<file path="config.mk">
export PLATFORM = sky130hd
export DESIGN_NAME = ps2_rx_fifo
export DESIGN_NICKNAME = d
export VERILOG_FILES = /design/src/rtl/ps2_rx_fifo.sv
export SDC_FILE = /design/constraint.sdc
export NUM_CORES = 1
export LEC_CHECK = 0
export ABC_CLOCK_PERIOD_IN_PS = 2900
export CAP_MARGIN = 5
export CORE_MARGIN = 1.5
export CORE_UTILIZATION = 57
export DETAILED_ROUTE_END_ITERATION = 10
export DONT_BUFFER_PORTS = 1
export PLACE_DENSITY = 0.74
export RECOVER_POWER = 100
export SLEW_MARGIN = 20
export SYNTH_ARGS = -nofsm -noshare
export SYNTH_HDL_FRONTEND = slang
export SYNTH_SLANG_ARGS = --single-unit
</file>
<file path="constraint.sdc">
create_clock -name CLK -period 2.9 [get_ports CLK]
set_input_delay 0.58 -clock CLK [delete_from_list [all_inputs] [get_ports CLK]]
set_output_delay 0.58 -clock CLK [all_outputs]
set_load 0.03 [all_outputs]
</file>
<file path="src/rtl/ps2_rx_fifo.sv">
// ps2_rx_fifo: PS/2 keyboard receiver with glitch filter, frame checking, timeout, scancode FIFO and interrupt
//   CLK      system clock
//   RST      asynchronous active-low reset
//   KB_CLK   PS/2 clock pin (asynchronous)
//   KB_DATA  PS/2 data pin (asynchronous)
//   SEL      chip select, active high
//   A0       register select: 0 = DATA, 1 = STATUS
//   R, W     read / write strobes, active low
//   DIN      CPU write data
//   DOUT     CPU read data (FIFO head or STATUS)
//   DOE      DOUT enable, SEL & ~R
//   INT      registered interrupt, IEN & NE
module ps2_rx_fifo #(
    parameter int FIFO_DEPTH = 8,
    parameter int FILTER_LEN = 4,
    parameter int TIMEOUT    = 2048
) (
    input  logic       CLK,
    input  logic       RST,
    input  logic       KB_CLK,
    input  logic       KB_DATA,
    input  logic       SEL,
    input  logic       A0,
    input  logic       R,
    input  logic       W,
    input  logic [7:0] DIN,
    output logic [7:0] DOUT,
    output logic       DOE,
    output logic       INT
);
    localparam int AW = (FIFO_DEPTH > 1) ? $clog2(FIFO_DEPTH) : 1;
    localparam int CW = AW + 1;
    localparam int FW = $clog2(FILTER_LEN + 1);
    localparam int TW = $clog2(TIMEOUT + 1);

    typedef enum logic [1:0] {IDLE, DATA, PARITY, STOP} state_t;

    logic          kc_m, kc_s, kd_m, kd_s;
    logic          filt, flip, fall;
    logic [FW-1:0] fcnt;
    state_t        state, state_n;
    logic [2:0]    bcnt, bcnt_n;
    logic [7:0]    sh, sh_n;
    logic          par, par_n;
    logic [TW-1:0] tcnt;
    logic          tmo, push, set_perr, set_ferr;
    logic [7:0]    mem [FIFO_DEPTH];
    logic [AW-1:0] wp, rp;
    logic [CW-1:0] cnt;
    logic          ne, full, rd_now, rd_q, pop, flush, swr, do_push, set_ovr;
    logic          ien, ovr, perr, ferr;
    logic          unused_din;

    assign unused_din = ^{DIN[7:6], DIN[1:0]};

    always_ff @(posedge CLK or negedge RST) begin
        if (!RST) begin
            {kc_m, kc_s, kd_m, kd_s} <= 4'hF;
        end else begin
            kc_m <= KB_CLK;
            kc_s <= kc_m;
            kd_m <= KB_DATA;
            kd_s <= kd_m;
        end
    end

    // filtered clock follows the synchronised pin only after FILTER_LEN differing samples in a row
    assign flip = (kc_s != filt) && (fcnt == FW'(FILTER_LEN - 1));
    assign fall = flip && filt;

    always_ff @(posedge CLK or negedge RST) begin
        if (!RST) begin
            filt <= 1'b1;
            fcnt <= '0;
        end else if (kc_s == filt || flip) begin
            filt <= kc_s;
            fcnt <= '0;
        end else begin
            fcnt <= fcnt + 1'b1;
        end
    end

    assign tmo = (state != IDLE) && !fall && (tcnt == TW'(TIMEOUT - 1));

    always_ff @(posedge CLK or negedge RST) begin
        if (!RST) begin
            state <= IDLE;
            bcnt  <= '0;
            sh    <= '0;
            par   <= 1'b0;
            tcnt  <= '0;
        end else begin
            state <= state_n;
            bcnt  <= bcnt_n;
            sh    <= sh_n;
            par   <= par_n;
            tcnt  <= (state == IDLE || fall) ? '0 : tcnt + 1'b1;
        end
    end

    always_comb begin
        state_n  = state;
        bcnt_n   = bcnt;
        sh_n     = sh;
        par_n    = par;
        push     = 1'b0;
        set_perr = 1'b0;
        set_ferr = 1'b0;
        if (tmo) begin
            state_n  = IDLE;
            bcnt_n   = '0;
            set_ferr = 1'b1;
        end else if (fall) begin
            case (state)
                IDLE: begin
                    state_n = kd_s ? IDLE : DATA;
                    bcnt_n  = '0;
                end
                DATA: begin
                    sh_n    = {kd_s, sh[7:1]};
                    bcnt_n  = bcnt + 3'd1;
                    state_n = (bcnt == 3'd7) ? PARITY : DATA;
                end
                PARITY: begin
                    par_n   = kd_s;
                    state_n = STOP;
                end
                default: begin
                    state_n  = IDLE;
                    set_ferr = !kd_s;
                    set_perr = !(^sh ^ par);
                    push     = kd_s && (^sh ^ par);
                end
            endcase
        end
    end

    assign ne      = (cnt != '0);
    assign full    = (cnt == CW'(FIFO_DEPTH));
    assign rd_now  = SEL && !A0 && !R;
    // pop on the trailing edge of the read strobe so a long strobe pops once
    assign pop     = rd_q && !rd_now && ne;
    assign flush   = SEL && !W && !A0;
    assign swr     = SEL && !W && A0;
    assign do_push = push && (!full || pop) && !flush;
    assign set_ovr = push && full && !pop && !flush;

    always_ff @(posedge CLK or negedge RST) begin
        if (!RST) begin
            rd_q <= 1'b0;
            wp   <= '0;
            rp   <= '0;
            cnt  <= '0;
        end else begin
            rd_q <= rd_now;
            if (flush) begin
                wp  <= '0;
                rp  <= '0;
                cnt <= '0;
            end else begin
                wp  <= do_push ? wp + 1'b1 : wp;
                rp  <= pop ? rp + 1'b1 : rp;
                cnt <= cnt + CW'(do_push) - CW'(pop);
            end
        end
    end

    always_ff @(posedge CLK) begin
        if (do_push) mem[wp] <= sh;
    end

    // a clear and a set in the same cycle leave the flag set
    always_ff @(posedge CLK or negedge RST) begin
        if (!RST) begin
            ien  <= 1'b0;
            ovr  <= 1'b0;
            perr <= 1'b0;
            ferr <= 1'b0;
            INT  <= 1'b0;
        end else begin
            ien  <= swr ? DIN[5] : ien;
            ovr  <= (ovr && !(swr && DIN[2])) || set_ovr;
            perr <= (perr && !(swr && DIN[3])) || set_perr;
            ferr <= (ferr && !(swr && DIN[4])) || set_ferr;
            INT  <= ien && ne;
        end
    end

    assign DOE  = SEL && !R;
    assign DOUT = A0 ? {2'b00, ien, ferr, perr, ovr, full, ne} : (ne ? mem[rp] : 8'h00);
endmodule

</file>
==> results of run 1 <==
[area by class of cell]
cell class                 count  area share (%)
clock buffer                  18           6.830
timing repair buffer          47           5.399
inverter                      18           1.145
tap                          108           2.209
sequential                   114           52.00
clock inverter                14           3.067
multi-input combinational    212           29.35
[routing by layer]
layer  track usage, %  vias to the layer above
met1            27.89                     1523
met3            6.720                       18
li1                 -                     1388
met5                0                        -
met4            8.250                        0
met2            36.20                       64
[worst max-delay path: stages, from the launching register on]
cell and delay, ns:
dfrtp_2 0.42, xnor2_2 0.18, xor3_2 0.50, nor4b_4 0.35, nor2_4 0.08, or2_4 0.28
ha_4 0.28, inv_4 0.04, ha_4 0.15, fa_2 0.52, nor2b_4 0.13
[state kept, by name (all words and copies together), names as in the netlist, 2 cells and up]
signal  flops
bcnt        3
cnt         4
fcnt        3
mem        64
rp          3
sh          8
state       2
tcnt       12
wp          3
[kinds of logic after synthesis]
| kind of cell | share of synthesized area [%] |
|---|---|
| buffers and inverters | 2.021 |
| AO/OA/AOI/OAI | 3.393 |
| adder cells (fa/ha/maj) | 3.643 |
| multiplexers | 10.18 |
| AND/OR/NAND/NOR | 12.48 |
| flip-flops | 63.40 |
| XOR/XNOR | 4.890 |
[through the flow]
stage	hold slack (ns)	std cells	util, %	worst slack, ns
floorplan	0.2844	352	-	-0.05193
global placement	0.2853	490	62.88	-0.01782
detailed placement	0.2851	490	62.88	-0.1155
CTS	0.03792	528	70.89	-0.1089
global route	0.02944	531	70.85	-0.1724
finish	0.05733	531	70.85	-0.07797
[cells in the mapped netlist (all sizes together), types with 2 or more instances]
library cell / n / share of area [%]
a21oi: 5 / 0.50
a22oi: 2 / 0.30
and3: 3 / 0.37
buf: 3 / 0.30
clkbuf: 5 / 0.37
dfrtp: 45 / 22
dfstp: 5 / 2.6
edfxtp: 64 / 38
ha: 13 / 3.2
inv: 18 / 1.3
mux2: 5 / 1.2
mux2i: 9 / 1.8
mux4: 16 / 7.2
nand2: 39 / 2.9
nand2b: 5 / 0.62
nand3: 7 / 0.70
nand3b: 2 / 0.30
nand4: 2 / 0.25
nor2: 37 / 2.9
nor2b: 3 / 0.37
nor3: 2 / 0.20
nor3b: 3 / 0.77
nor4: 5 / 1.0
nor4b: 2 / 0.77
o21ai: 13 / 1.3
o22ai: 2 / 0.25
or2: 3 / 0.37
xnor2: 13 / 2.6
xor2: 8 / 1.4
[timing repair]
item | 4_1_cts | 5_1_grt
buffers inserted | 4 | 3
pin swaps | 6 | 10
endpoints found under the hold margin | 50 | 0
hold buffers | 2 | 0
setup endpoints to repair | 8 | 4
resized for setup | 6 | 9
[final timing paths]
| path | slack, ns | cells past startpoint | endpoint |
|---|---|---|---|
| worst max register to register | -0.08 | 10 | cnt[1]$_DFF_PN0_ |
| worst min-delay path | 0.06 | 0 | kc_m$_DFF_PN1_ |
| min in group asynchronous | 0.85 | 2 | cnt[2]$_DFF_PN0_ |
| worst max-delay path | -0.08 | 10 | cnt[1]$_DFF_PN0_ |
| worst min register to register | 0.35 | 0 | kd_s$_DFF_PN1_ |
| max in group asynchronous | 1.21 | 2 | sh[7]$_DFFE_PN0P_ |
[power groups by stage]
stage	clock (mW)	combinational (mW)	sequential, mW
floorplan	0	0.781	1.91
global placement	0	0.975	1.94
detailed placement	0	1.01	1.95
CTS	2.15	1.10	1.91
global route	2.22	1.22	1.93
finish	2.13	1.12	1.91
==> run summary, run 1 <==
Clk pin slew, worst setup/hold paths -> 0.06 ns
Register area share after synthesis -> 63.40%
Cell Int Power -> 3.738 mW
Critical path class -> reg2reg
# setup viols final -> 2
Asr flop ratio synth -> 43.86%
#FFs+latches synth -> 114
CTS tree -> yes
FMAX -> 335.8 MHz
Largest vdd supply drop -> 0.4308 mV
Post-Place Cell Area -> 5430 sq um
Core outline area -> 8636 sq um
Final wirelength -> 9769 microns
Period Utilization, post-route -> 102.7%
Commonest cells after routing, fill and taps aside -> edfxtp_1, dfrtp_1, nand2_1, nor2_1, buf_4
Area of the multi-input gates -> 1795 sq um
Max-Slew Margin vs Limit -> 18.15%
WL met3 -> 324 microns
Iter 0 DRT Violations -> 199
Boundary Pins -> 26
Vias per cell -> 5.637
Crit path DAT -> 3.44 ns
DIE AREA -> 9369 sq um
Clock Tree Root -> clkbuf_8
Top Metal Used -> met4
Initial antenna violation count -> 0
# rows -> 34
CTS Sinks -> 114
Met2 Wirelength -> 5071 microns
First-pass GRT wire length -> 15530 microns
Static leakage -> 2.425 nW
Synth Instances -> 352
Failing checks -> setup timing
Worst Setup SP -> sh[7]$_DFFE_PN0P_
Final Hold Violating Endpoints -> 0
Die height -> 96.80 microns
Die W -> 96.80 microns
Power Density -> 843.4 nW/um^2
Area delta synth->final -> 22.01%
Worst-Margin Slew -> 1.228 ns
Clk pwr share -> 41.3%
Unrepaired setup endpoints after global routing -> yes
HP Class -> in2reg
Routability cong. -> 0.7679
Inserted Diodes -> 0
Skew final -> 0.008683 ns
Layout net count -> 440
Detailed placer's ending HPWL -> 6156 microns
Clk Latency, worst-skew pair -> 0.52 ns
Post-Route M1 WL -> 4169 microns
Largest net degree at the start of global routing -> 51
Comb power frac -> 21.7%
Switch Pwr -> 1.422 mW
Syn. warnings -> 0
Synth Cell Area -> 5015 sq um
Flop pwr share -> 37.1%
CP max FO -> 2
Worst Path Required -> 3.36 ns
Post-synth cell types -> 51
Worst setup SP type -> flop
Setup TNS -> -0.1361 ns
Syn Nets -> 382
IO buf count -> 0
WL/cell -> 18.40 microns
Mean Syn Cell Area -> 14.25 sq um
Tot GR Track Use -> 22.07%
RR Startpoint -> sh[7]$_DFFE_PN0P_
Synth Flop Type -> edfxtp_1
Final ANT Viol Nets -> 0
Post-synth EDFFs -> 64
Layout cells sized above 1 -> 29.08%
Starting Density -> 58.07%
Max_cap viols -> 0
Commonest non-fill, non-tap cell in the layout -> edfxtp_1
Min cycle time layout -> 2.978 ns
Fin worst setup slack -> -0.07797 ns
Pre-antenna DRT Iters -> 4
Outcome -> complete, but fails checks
Register Area -> 3182 sq um
Final slew viol count -> 0
CP Capture Type -> flop
Power Total -> 5.160 mW
Vias in the first global route -> 3002
Fillers -> 549
H-tree Lvls -> 4
Grt ovf -> 0
Total CTS buffers -> 17
Final Cell Area -> 6118 sq um
Vias post-DR -> 2993
Net Sw Frac -> 27.55%
Min-delay src -> KB_CLK
CTS max path bufs -> 2
DRC violations left -> 0
Note: power is estimated with default switching activity, not from simulation.
==> run 2: changes to the inputs <==
--- a/config.mk
+++ b/config.mk
@@ -8,10 +8,11 @@
 export ABC_CLOCK_PERIOD_IN_PS = 2900
 export CAP_MARGIN = 5
 export CORE_MARGIN = 1.5
-export CORE_UTILIZATION = 57
+export CORE_UTILIZATION = 45
 export DETAILED_ROUTE_END_ITERATION = 10
 export DONT_BUFFER_PORTS = 1
-export PLACE_DENSITY = 0.74
+export GPL_ROUTABILITY_DRIVEN = 0
+export PLACE_DENSITY = 0.61
 export RECOVER_POWER = 100
 export SLEW_MARGIN = 20
 export SYNTH_ARGS = -nofsm -noshare
==> run 2 against run 1 <==
Compared with the run above:
- the run still ends with setup timing left
- power shrank 2.9%
- first-iteration DRC count fell by 22%
- clock-buffer cell count grew 9
- largest cell class unchanged
- via count down 3.2%
- highest routed layer unchanged
==> run summary, run 2 (synthesized netlist as in run 1, its figures left out) <==
Met2 Wirelength -> 5019 microns (-1.0%)
Top Metal Used -> met4
Grt ovf -> 0 (unchanged)
Period Utilization, post-route -> 100.5% (-2.2 points)
Largest vdd supply drop -> 0.4798 mV (+11%)
Largest net degree at the start of global routing -> 51 (unchanged)
Post-Route M1 WL -> 3907 microns (-6.3%)
Layout net count -> 432 (-1.8%)
CTS max path bufs -> 2 (unchanged)
Max FFs per register -> 64 (unchanged)
Iter 0 DRT Violations -> 156 (-22%)
Vias per cell -> 5.218 (-7.4%)
CP max FO -> 4 (+2)
First-pass GRT wire length -> 15360 microns (-1.1%)
CP Capture Type -> flop
Vias in the first global route -> 3059 (+1.9%)
Final wirelength -> 9442 microns (-3.3%)
Static leakage -> 2.412 nW (-0.50%)
Worst Setup SP -> fcnt[0]$_DFF_PN0_
End of the worst register-to-register path -> cnt[1]$_DFF_PN0_
Max-Slew Margin vs Limit -> 16.39% (-1.8 points)
HP Class -> in2reg
Dpl ws -> -0.1205 ns (-0.005062 ns)
Worst Reg-to-Reg Cells -> 13 (+3)
Power Density -> 819.5 nW/um^2 (-2.8%)
Final ANT Viol Nets -> 0 (unchanged)
Worst Path Required -> 3.34 ns (-0.02 ns)
Initial antenna violation count -> 0 (unchanged)
Commonest non-fill, non-tap cell in the layout -> edfxtp_1
Min cycle time layout -> 2.915 ns (-0.06339 ns)
Final Hold Violating Endpoints -> 0 (unchanged)
Crit path capture -> cnt[1]$_DFF_PN0_
Area delta synth->final -> 21.88%
Skew final -> 0.006212 ns (-0.002471 ns)
# rows -> 38 (+12%)
Fin worst setup slack -> -0.01458 ns (+0.06339 ns)
Biggest regs -> mem x64, tcnt x12, sh x8
Min-delay src -> KB_DATA
Die height -> 108.6 microns (+12%)
# setup viols final -> 1 (-1)
Core outline area -> 10840 sq um (+26%)
Critical path class -> reg2reg
WL met3 -> 390 microns (+20%)
IO buf count -> 0 (unchanged)
Most frequent CP cell -> ha_4
CTS Sinks -> 114 (unchanged)
Worst setup SP type -> flop
Max_cap viols -> 0 (unchanged)
Biggest register -> mem
Failing checks -> setup timing
Outcome -> complete, but fails checks
Clock Tree Root -> clkbuf_8
Fillers -> 856 (+56%)
FF-to-FF setup slack -> -0.01 ns (+0.06 ns)
DRC violations left -> 0 (unchanged)
Die W -> 108.6 microns (+12%)
WL/cell -> 17.01 microns (-7.5%)
Total CTS buffers -> 17 (unchanged)
Pre-antenna DRT Iters -> 4 (unchanged)
Inserted Diodes -> 0 (unchanged)
Boundary Pins -> 26 (unchanged)
DIE AREA -> 11790 sq um (+26%)
Worst-Margin Slew -> 1.254 ns (+0.02647 ns)
Tot GR Track Use -> 17.96% (-4.1 points)
Commonest cells after routing, fill and taps aside -> edfxtp_1, dfrtp_1, nand2_1, nor2_1, buf_4
Crit path DAT -> 3.36 ns (-0.08 ns)
Clk Latency, worst-skew pair -> 0.51 ns (about the same)
Clk pin slew, worst setup/hold paths -> 0.05 ns (about the same)
CTS tree -> yes
FMAX -> 343.1 MHz (+2.2%)
RR Startpoint -> fcnt[0]$_DFF_PN0_
Layout cells sized above 1 -> 27.95% (-1.1 points)
Final slew viol count -> 0 (unchanged)
H-tree Lvls -> 4 (unchanged)
Core Util, Final -> 56.38% (-14 points)
Starting Density -> 46.26% (-12 points)
Detailed placer's ending HPWL -> 6331 microns (+2.8%)
Worst path cell trace -> ha_2 -> ha_4 -> and3b_2 -> nand4_1 -> buf_6 -> nor4b_4 -> nor2_4 -> or2_4 -> ha_4 -> inv_2 -> ha_4 -> fa_2 -> nor2b_4
Unrepaired setup endpoints after global routing -> yes
Max incr delay on CP -> 0.51 ns (about the same)
Vias post-DR -> 2896 (-3.2%)
Slowest library cell on the worst path -> fa_2
## run 2: critical path, delay by kind of cell (launching register included)
kind,cells,cell delay [ns]
and+or+nand+nor,6,1.04
buffers and inverters,2,0.20
adders and majority gates,5,1.25
DFF,1,0.35
## run 2: final cells by class
cell class              instances  area [sq um]  share of cell area (%)
flip-flops and latches        114          3182                   52.06
repair buffers                 39         279.0                   4.565
inverters                      18         67.56                   1.105
well taps                     140         175.2                   2.866
multi-input cells             212          1822                   29.81
clock buffers                  27         511.7                   8.373
clock inverters                 5         75.07                   1.228
## run 2: through the flow
step | setup TNS, ns | power, mW | hold WS, ns | std cells | instance area (sq um)
floorplan | -0.05193 | 2.693 | 0.2844 | 352 | 5044
global placement | -0.04429 | 2.918 | 0.2859 | 521 | 5463
detailed placement | -0.1786 | 2.948 | 0.2858 | 521 | 5463
CTS | -0.1018 | 5.002 | 0.04333 | 555 | 6106
global route | -0.2162 | 5.240 | 0.04047 | 555 | 6112
finish | -0.01458 | 5.009 | 0.06916 | 555 | 6112
## run 2: where the power goes
| group | switching (mW) | leakage [nW] | internal (mW) | total (mW) |
|---|---|---|---|---|
| logic | 0.543 | 0.877 | 0.521 | 1.06 |
| clock network | 0.661 | 0.292 | 1.35 | 2.02 |
| registers | 0.111 | 1.24 | 1.82 | 1.93 |
| total | 1.32 | 2.41 | 3.69 | 5.01 |
## run 2: worst min path at each step
stage                         to  slack [ns]  depth (start not counted)
4_1_cts           kd_m$_DFF_PN1_        0.04                          0
6_report          kd_m$_DFF_PN1_        0.07                          0
3_5_place_dp   tcnt[1]$_DFF_PN0_        0.29                          0
5_1_grt           kd_m$_DFF_PN1_        0.04                          0
3_3_place_gp   tcnt[4]$_DFF_PN0_        0.29                          0
2_1_floorplan      INT$_DFF_PN0_        0.28                          0
## run 2: metal layers
metal	vias up	global-route usage, %
met1	1467	21.57
met4	0	5.639
met5	-	0
met2	46	31.09
met3	9	5.244
li1	1374	-
## run 2: repair_timing
action	4_1_cts	5_1_grt
hold endpoints to repair	50	0
setup endpoints to repair	10	10
gates resized for setup	5	13
pin swaps	6	6
hold buffers	2	0
setup buffers	0	0
